===== src/rtl/backprop_neuron_if.sv =====
// Layer-controller side bus of one backprop_neuron: weight register port,
// pass control, activation input stream and back-error output stream.
interface backprop_neuron_if #(
   parameter int N_INPUTS = 4,
   parameter int IDX_W    = $clog2(N_INPUTS)
);
   logic                    wr_en;
   logic [IDX_W-1:0]        wr_addr;
   logic signed [7:0]       wr_data;
   logic [IDX_W-1:0]        rd_addr;
   logic signed [7:0]       rd_data;
   logic                    start;
   logic signed [7:0]       delta;
   logic [2:0]              lr_shift;
   logic                    in_valid;
   logic signed [7:0]       in_x;
   logic                    in_ready;
   logic                    out_valid;
   logic signed [7:0]       out_err;
   logic [IDX_W-1:0]        out_idx;
   logic                    out_ready;
   logic                    busy;
   logic                    done;

   modport master (
      output wr_en, wr_addr, wr_data, rd_addr, start, delta, lr_shift,
             in_valid, in_x, out_ready,
      input  rd_data, in_ready, out_valid, out_err, out_idx, busy, done
   );

   modport slave (
      input  wr_en, wr_addr, wr_data, rd_addr, start, delta, lr_shift,
             in_valid, in_x, out_ready,
      output rd_data, in_ready, out_valid, out_err, out_idx, busy, done
   );
endinterface


===== src/rtl/backprop_neuron.sv =====
// Backward pass of one neuron: streams sat(w_i*delta) back to the previous
// layer and applies the SGD step w_i -= (delta*x_i) >>> lr_shift in place.
//
// state | meaning
// IDLE  | weight writes accepted, waiting for start
// RUN   | one activation per handshake, emits back-error, updates weight
// DONE  | one-cycle done pulse, returns to IDLE
module backprop_neuron #(
   parameter int N_INPUTS = 4,
   parameter int IDX_W    = $clog2(N_INPUTS)
) (
   input logic                clk,
   input logic                reset,
   backprop_neuron_if.slave   bus
);
   typedef enum logic [1:0] {IDLE, RUN, DONE} state_t;

   localparam logic [IDX_W-1:0] LAST_IDX = IDX_W'(N_INPUTS - 1);

   state_t              state_q;
   logic signed [7:0]   w_q [N_INPUTS];
   logic [IDX_W-1:0]    idx_q;
   logic signed [7:0]   delta_q;
   logic [2:0]          lr_q;
   logic                out_valid_q;
   logic signed [7:0]   out_err_q;
   logic [IDX_W-1:0]    out_idx_q;
   logic                busy_q;
   logic                done_q;

   function automatic logic signed [7:0] sat8(input logic signed [15:0] v);
      if (v > 16'sd127)
         return 8'sd127;
      else if (v < -16'sd128)
         return 8'h80;
      else
         return v[7:0];
   endfunction

   logic signed [7:0]   w_cur;
   logic signed [15:0]  err_prod;
   logic signed [15:0]  grad_prod;
   logic signed [15:0]  grad_sh;
   logic signed [11:0]  w_diff;
   logic signed [7:0]   err_d;
   logic signed [7:0]   w_d;
   logic                hs;

   assign w_cur     = w_q[idx_q];
   assign err_prod  = w_cur * delta_q;
   assign grad_prod = delta_q * bus.in_x;
   // grad magnitude never exceeds 512, so the 12-bit difference cannot wrap
   assign grad_sh   = (grad_prod >>> 5) >>> lr_q;
   assign w_diff    = 12'(w_cur) - 12'(grad_sh);
   assign err_d     = sat8(err_prod >>> 5);
   assign w_d       = sat8(16'(w_diff));

   assign bus.in_ready  = (state_q == RUN) && (!out_valid_q || bus.out_ready);
   assign hs            = bus.in_valid && bus.in_ready;
   assign bus.rd_data   = w_q[bus.rd_addr];
   assign bus.out_valid = out_valid_q;
   assign bus.out_err   = out_err_q;
   assign bus.out_idx   = out_idx_q;
   assign bus.busy      = busy_q;
   assign bus.done      = done_q;

   always_ff @(posedge clk) begin
      if (reset) begin
         state_q     <= IDLE;
         for (int i = 0; i < N_INPUTS; i++) w_q[i] <= '0;
         idx_q       <= '0;
         delta_q     <= '0;
         lr_q        <= '0;
         out_valid_q <= 1'b0;
         out_err_q   <= '0;
         out_idx_q   <= '0;
         busy_q      <= 1'b0;
         done_q      <= 1'b0;
      end else begin
         done_q <= 1'b0;
         // a pending output may drain in any state, including after done
         if (out_valid_q && bus.out_ready) out_valid_q <= 1'b0;
         case (state_q)
            IDLE: begin
               if (bus.wr_en) w_q[bus.wr_addr] <= bus.wr_data;
               if (bus.start) begin
                  delta_q <= bus.delta;
                  lr_q    <= bus.lr_shift;
                  idx_q   <= '0;
                  busy_q  <= 1'b1;
                  state_q <= RUN;
               end
            end
            RUN: begin
               if (hs) begin
                  out_err_q   <= err_d;
                  out_idx_q   <= idx_q;
                  out_valid_q <= 1'b1;
                  w_q[idx_q]  <= w_d;
                  idx_q       <= idx_q + IDX_W'(1);
                  if (idx_q == LAST_IDX) begin
                     busy_q  <= 1'b0;
                     done_q  <= 1'b1;
                     state_q <= DONE;
                  end
               end
            end
            DONE: state_q <= IDLE;
            default: state_q <= IDLE;
         endcase
      end
   end
endmodule


===== src/flat_wrapper.sv =====
// flat-port wrapper written by rule: the top's interface ports become plain ports
module backprop_neuron_flat 
#(
   parameter int N_INPUTS = 4,
   parameter int IDX_W    = $clog2(N_INPUTS)
)
  (clk, reset, bus_wr_en, bus_wr_addr, bus_wr_data, bus_rd_addr, bus_start, bus_delta, bus_lr_shift, bus_in_valid, bus_in_x, bus_out_ready, bus_rd_data, bus_in_ready, bus_out_valid, bus_out_err, bus_out_idx, bus_busy, bus_done);
  backprop_neuron_if #(.N_INPUTS(N_INPUTS), .IDX_W(IDX_W)) bus_i ();
  input logic clk;
  input logic reset;
  input wire logic [$bits(bus_i.wr_en)-1:0] bus_wr_en;
  input wire logic [$bits(bus_i.wr_addr)-1:0] bus_wr_addr;
  input wire logic [$bits(bus_i.wr_data)-1:0] bus_wr_data;
  input wire logic [$bits(bus_i.rd_addr)-1:0] bus_rd_addr;
  input wire logic [$bits(bus_i.start)-1:0] bus_start;
  input wire logic [$bits(bus_i.delta)-1:0] bus_delta;
  input wire logic [$bits(bus_i.lr_shift)-1:0] bus_lr_shift;
  input wire logic [$bits(bus_i.in_valid)-1:0] bus_in_valid;
  input wire logic [$bits(bus_i.in_x)-1:0] bus_in_x;
  input wire logic [$bits(bus_i.out_ready)-1:0] bus_out_ready;
  output wire logic [$bits(bus_i.rd_data)-1:0] bus_rd_data;
  output wire logic [$bits(bus_i.in_ready)-1:0] bus_in_ready;
  output wire logic [$bits(bus_i.out_valid)-1:0] bus_out_valid;
  output wire logic [$bits(bus_i.out_err)-1:0] bus_out_err;
  output wire logic [$bits(bus_i.out_idx)-1:0] bus_out_idx;
  output wire logic [$bits(bus_i.busy)-1:0] bus_busy;
  output wire logic [$bits(bus_i.done)-1:0] bus_done;
  assign bus_i.wr_en = bus_wr_en;
  assign bus_i.wr_addr = bus_wr_addr;
  assign bus_i.wr_data = bus_wr_data;
  assign bus_i.rd_addr = bus_rd_addr;
  assign bus_i.start = bus_start;
  assign bus_i.delta = bus_delta;
  assign bus_i.lr_shift = bus_lr_shift;
  assign bus_i.in_valid = bus_in_valid;
  assign bus_i.in_x = bus_in_x;
  assign bus_i.out_ready = bus_out_ready;
  assign bus_rd_data = bus_i.rd_data;
  assign bus_in_ready = bus_i.in_ready;
  assign bus_out_valid = bus_i.out_valid;
  assign bus_out_err = bus_i.out_err;
  assign bus_out_idx = bus_i.out_idx;
  assign bus_busy = bus_i.busy;
  assign bus_done = bus_i.done;
  backprop_neuron #(.N_INPUTS(N_INPUTS), .IDX_W(IDX_W)) u_core (.clk(clk), .reset(reset), .bus(bus_i));
endmodule

===== config.mk =====
export PLATFORM = sky130hd
export DESIGN_NAME = backprop_neuron_flat
export DESIGN_NICKNAME = d
export VERILOG_FILES = /design/src/rtl/backprop_neuron_if.sv /design/src/rtl/backprop_neuron.sv /design/src/flat_wrapper.sv
export SDC_FILE = /design/constraint.sdc
export NUM_CORES = 1
export LEC_CHECK = 0
export CORE_AREA = 2 2 127 129
export DETAILED_ROUTE_END_ITERATION = 16
export DIE_AREA = 0 0 129 131
export PLACE_DENSITY = 0.79
export SLEW_MARGIN = 0
export SYNTH_ARGS = -nofsm -noshare
export SYNTH_HDL_FRONTEND = slang
export SYNTH_SLANG_ARGS = --single-unit

===== constraint.sdc =====
create_clock -name clk -period 7.1 [get_ports clk]
set_input_delay 0.71 -clock clk [delete_from_list [all_inputs] [get_ports clk]]
set_output_delay 0.71 -clock clk [all_outputs]
set_load 0.05 [all_outputs]

==> metrics.txt <==
P_leak 4.840 nW; placed wire-length estimate 16.50 mm; Period minus WS final 7.287 ns; Bufs on Longest Clock Path 2; Clock Skew 0.006285 ns; critical path data required time 7.19 ns; RSZ-0062 raised after global routing yes; Area growth syn-to-layout 25.09%; initial core utilization 54.98%; fin nets 1267; drt wl/cell 16.78 um; post-placement cell count 1247; largest net degree at the start of global routing 42; final hold vios 0; Max-slew headroom 28.40%; Power Density 287.3 nW/um^2; Remaining Overflow, GRT 0; final non-filler cell total 1276; Async SR Flop Fraction 0%; RR Endpoint u_core.w_q[2][4]$_SDFFCE_PN0P_; antenna-violating nets left 0; Iteration-0 DRC Markers 460; vias 7096; layout cells sized above 1 21.60%; Slew Viols, Final 0; std cell rows 46; CTS root buffer clkbuf_16; synth unique cells 65; EDFF count, synth 32; sequential-to-total area share from yosys stat 18.21%; Worst Hold End u_core.bus.out_idx[1]$_SDFFE_PP0P_; Die Ht 131 um; first-pass GRT wire length 33.98 mm; WHS 0.4630 ns; failing checks negative setup slack; cell area after synthesis 8576 sq um; Num Clock Sinks 62; total power 3.082 mW; RePlAce Congestion 0.8452; residual DRC count 0; dpl ws -1.140 ns; drt pass-1 iters 5; Critical Path AT 7.38 ns; hold_sp u_core.bus.out_idx[1]$_SDFFE_PP0P_; fmax 137.2 MHz; setup violators final 28; vias in the first global route 7214; critical path class input pin to flip-flop; slack of the critical path -0.1872 ns; MaxCap Viol Count 0; Mapped Cells 910; CTS H-tree depth 3; Reg2Reg Setup Slack -0.15 ns; Final Util 68.78%; Die X 129 um; Clk pin slew, worst setup/hold paths 0.06 ns; status finished with violations; R2R cell count 27; Clock Latency Late Sink 0.34 ns; Max VDD drop 339.5 uV; I/O Buffers 58; CTS Buf Count 9; Min-Delay Path Depth 2; worst slew pin tran 1.070 ns; Warnings, synthesis 0; Antenna diodes 0; antenna violations before repair 0; io pins 59; syn_area_per_cell 9.424 sq um; Critical Path Sink Type flip-flop; Vias/cell 5.561; CP Launch Type input pin; Core Box Area 15600 sq um; Top FF cell, synth edfxtp_1; syn_nets 1122; reg2reg start u_core.delta_q[3]$_SDFFE_PP0P_; final wirelength 21.41 mm; CTS tree yes; crit-path max FO 7; register bit total from synthesis 62; min-delay worst type flip-flop to flip-flop; Die ar. 16900 sq um; Overall Global Routing Usage 25.89%; Final period util 102.6%
## through the flow
stage | cell area [sq um] | setup TNS (ns)
global placement | 10020 | -28.37
detailed placement | 10020 | -33.21
finish | 10730 | -3.914
floorplan | 8637 | -2.293
global route | 10730 | -11.21
CTS | 10570 | -2.941
## repair_timing
item                                   in CTS  in global routing
cloned                                      0                  0
pin swaps                                  42                 28
setup endpoints to repair                  32                 28
endpoints found under the hold margin       0                  0
gates resized for setup                    68                 39
hold buffers                                0                  0
setup buffers                              10                  6
## worst max-delay path, stage by stage
cell       delay [ns]
buf_12           0.11
and2_4           0.15
fa_1             0.54
inv_2            0.04
fa_1             0.51
inv_2            0.04
fa_1             0.58
fa_2             0.47
ha_4             0.19
a21oi_4          0.13
o211ai_1         0.11
buf_4            0.17
a2111oi_4        0.35
o41ai_2          0.11
a21oi_2          0.20
xnor2_2          0.11
mux4_2           0.50
a21oi_2          0.15
ha_1             0.27
o21a_1           0.12
o31a_4           0.12
or2_4            0.26
a2111o_1         0.43
a211oi_4         0.26
a21oi_4          0.12
a222oi_1         0.37
buf_4            0.21
nor2_1           0.04
## cell type report
type | count | area [sq um]
multi-input cells | 678 | 6620
inverters | 138 | 518.0
clock buffers | 9 | 225.2
well taps | 216 | 270.3
flip-flops and latches | 62 | 1567
clock inverters | 7 | 120.1
fillers | 1114 | 4870
repair buffers | 166 | 1408
## synth_stat cells, types with 5 or more instances
library cell,number,area [sq um]
a211oi_1,11,82.58
a21o_1,6,45.04
a21oi_1,46,230.2
a222oi_1,5,50.05
a31oi_1,6,37.54
and2_1,73,456.7
buf_1,5,18.77
clkbuf_1,20,75.07
dfxtp_1,30,600.6
edfxtp_1,32,960.9
fa_1,109,2182
ha_1,66,825.8
inv_1,138,518.0
mux2_2,6,67.56
mux2i_1,16,160.2
mux4_2,18,405.4
nand2_1,94,352.8
nand2b_1,12,75.07
nor2_1,65,244.0
nor2b_1,12,75.07
nor3_1,18,90.09
o211ai_1,8,60.06
o21a_1,6,45.04
o21ai_0,12,60.06
xnor2_1,34,297.8
## placed cells by master (no fill, tap or decap), types with 7 or more instances in the layout
| master | synthesis | final |
|---|---|---|
| a211oi_1 | 11 | 11 |
| a21oi_1 | 46 | 41 |
| and2_1 | 73 | 66 |
| and2_4 | 0 | 7 |
| buf_4 | 1 | 107 |
| clkbuf_16 | 0 | 9 |
| clkdlybuf4s50_1 | 0 | 50 |
| dfxtp_1 | 30 | 26 |
| edfxtp_1 | 32 | 32 |
| fa_1 | 109 | 108 |
| ha_1 | 66 | 58 |
| inv_1 | 138 | 132 |
| mux2i_1 | 16 | 15 |
| mux4_2 | 18 | 18 |
| nand2_1 | 94 | 90 |
| nand2b_1 | 12 | 12 |
| nor2_1 | 65 | 60 |
| nor2b_1 | 12 | 10 |
| nor3_1 | 18 | 17 |
| o211ai_1 | 8 | 8 |
| o21ai_0 | 12 | 8 |
| xnor2_1 | 34 | 30 |
## metal layers
metal | GRT usage, % | wire [um] | vias to the layer above
li1 | - | - | 3285
met1 | 31.69 | 8439 | 3529
met2 | 46.72 | 11280 | 233
met3 | 4.072 | 1149 | 49
met4 | 9.079 | 547 | 0
met5 | 0 | 0 | -
## kinds of logic after synthesis
| family | Yosys count | synth area share (%) |
|---|---|---|
| flops | 62 | 18.21 |
| compound gates | 125 | 10.16 |
| mux | 40 | 7.382 |
| fa+ha+maj | 175 | 35.07 |
| simple gates | 300 | 17.23 |
| buf+inv | 170 | 8.068 |
| xor+xnor | 38 | 3.881 |
## flip-flops by register name, indices dropped and copies added (netlist names), named ones only
| name | flops |
|---|---|
| u_core.w_q | 32 |
| u_core.bus.out_err | 8 |
| u_core.delta_q | 8 |
| u_core.lr_q | 3 |
| u_core.bus.out_idx | 2 |
| u_core.idx_q | 2 |
| u_core.state_q | 2 |
| u_core.bus.busy | 1 |
| u_core.bus.done | 1 |
| u_core.bus.out_valid | 1 |
## report_power, final
group          internal, mW  switching (mW)
combinational          1.04            1.08
clock                 0.344           0.173
sequential            0.415          0.0295
total                  1.80            1.28
## worst max-delay path by stage
stage	start	to	cells past startpoint
4_1_cts	bus_in_x[7]	u_core.w_q[2][4]$_SDFFCE_PN0P_	29
2_1_floorplan	bus_in_x[2]	u_core.w_q[3][2]$_DFFE_PP_	26
3_3_place_gp	bus_in_x[3]	u_core.w_q[0][4]$_SDFFCE_PN0P_	26
5_1_grt	u_core.delta_q[3]$_SDFFE_PP0P_	u_core.w_q[2][4]$_SDFFCE_PN0P_	28
6_report	bus_in_x[2]	u_core.w_q[2][4]$_SDFFCE_PN0P_	28
3_5_place_dp	bus_in_x[2]	u_core.w_q[1][4]$_SDFFCE_PN0P_	31
(Power assumes the default switching activity.)
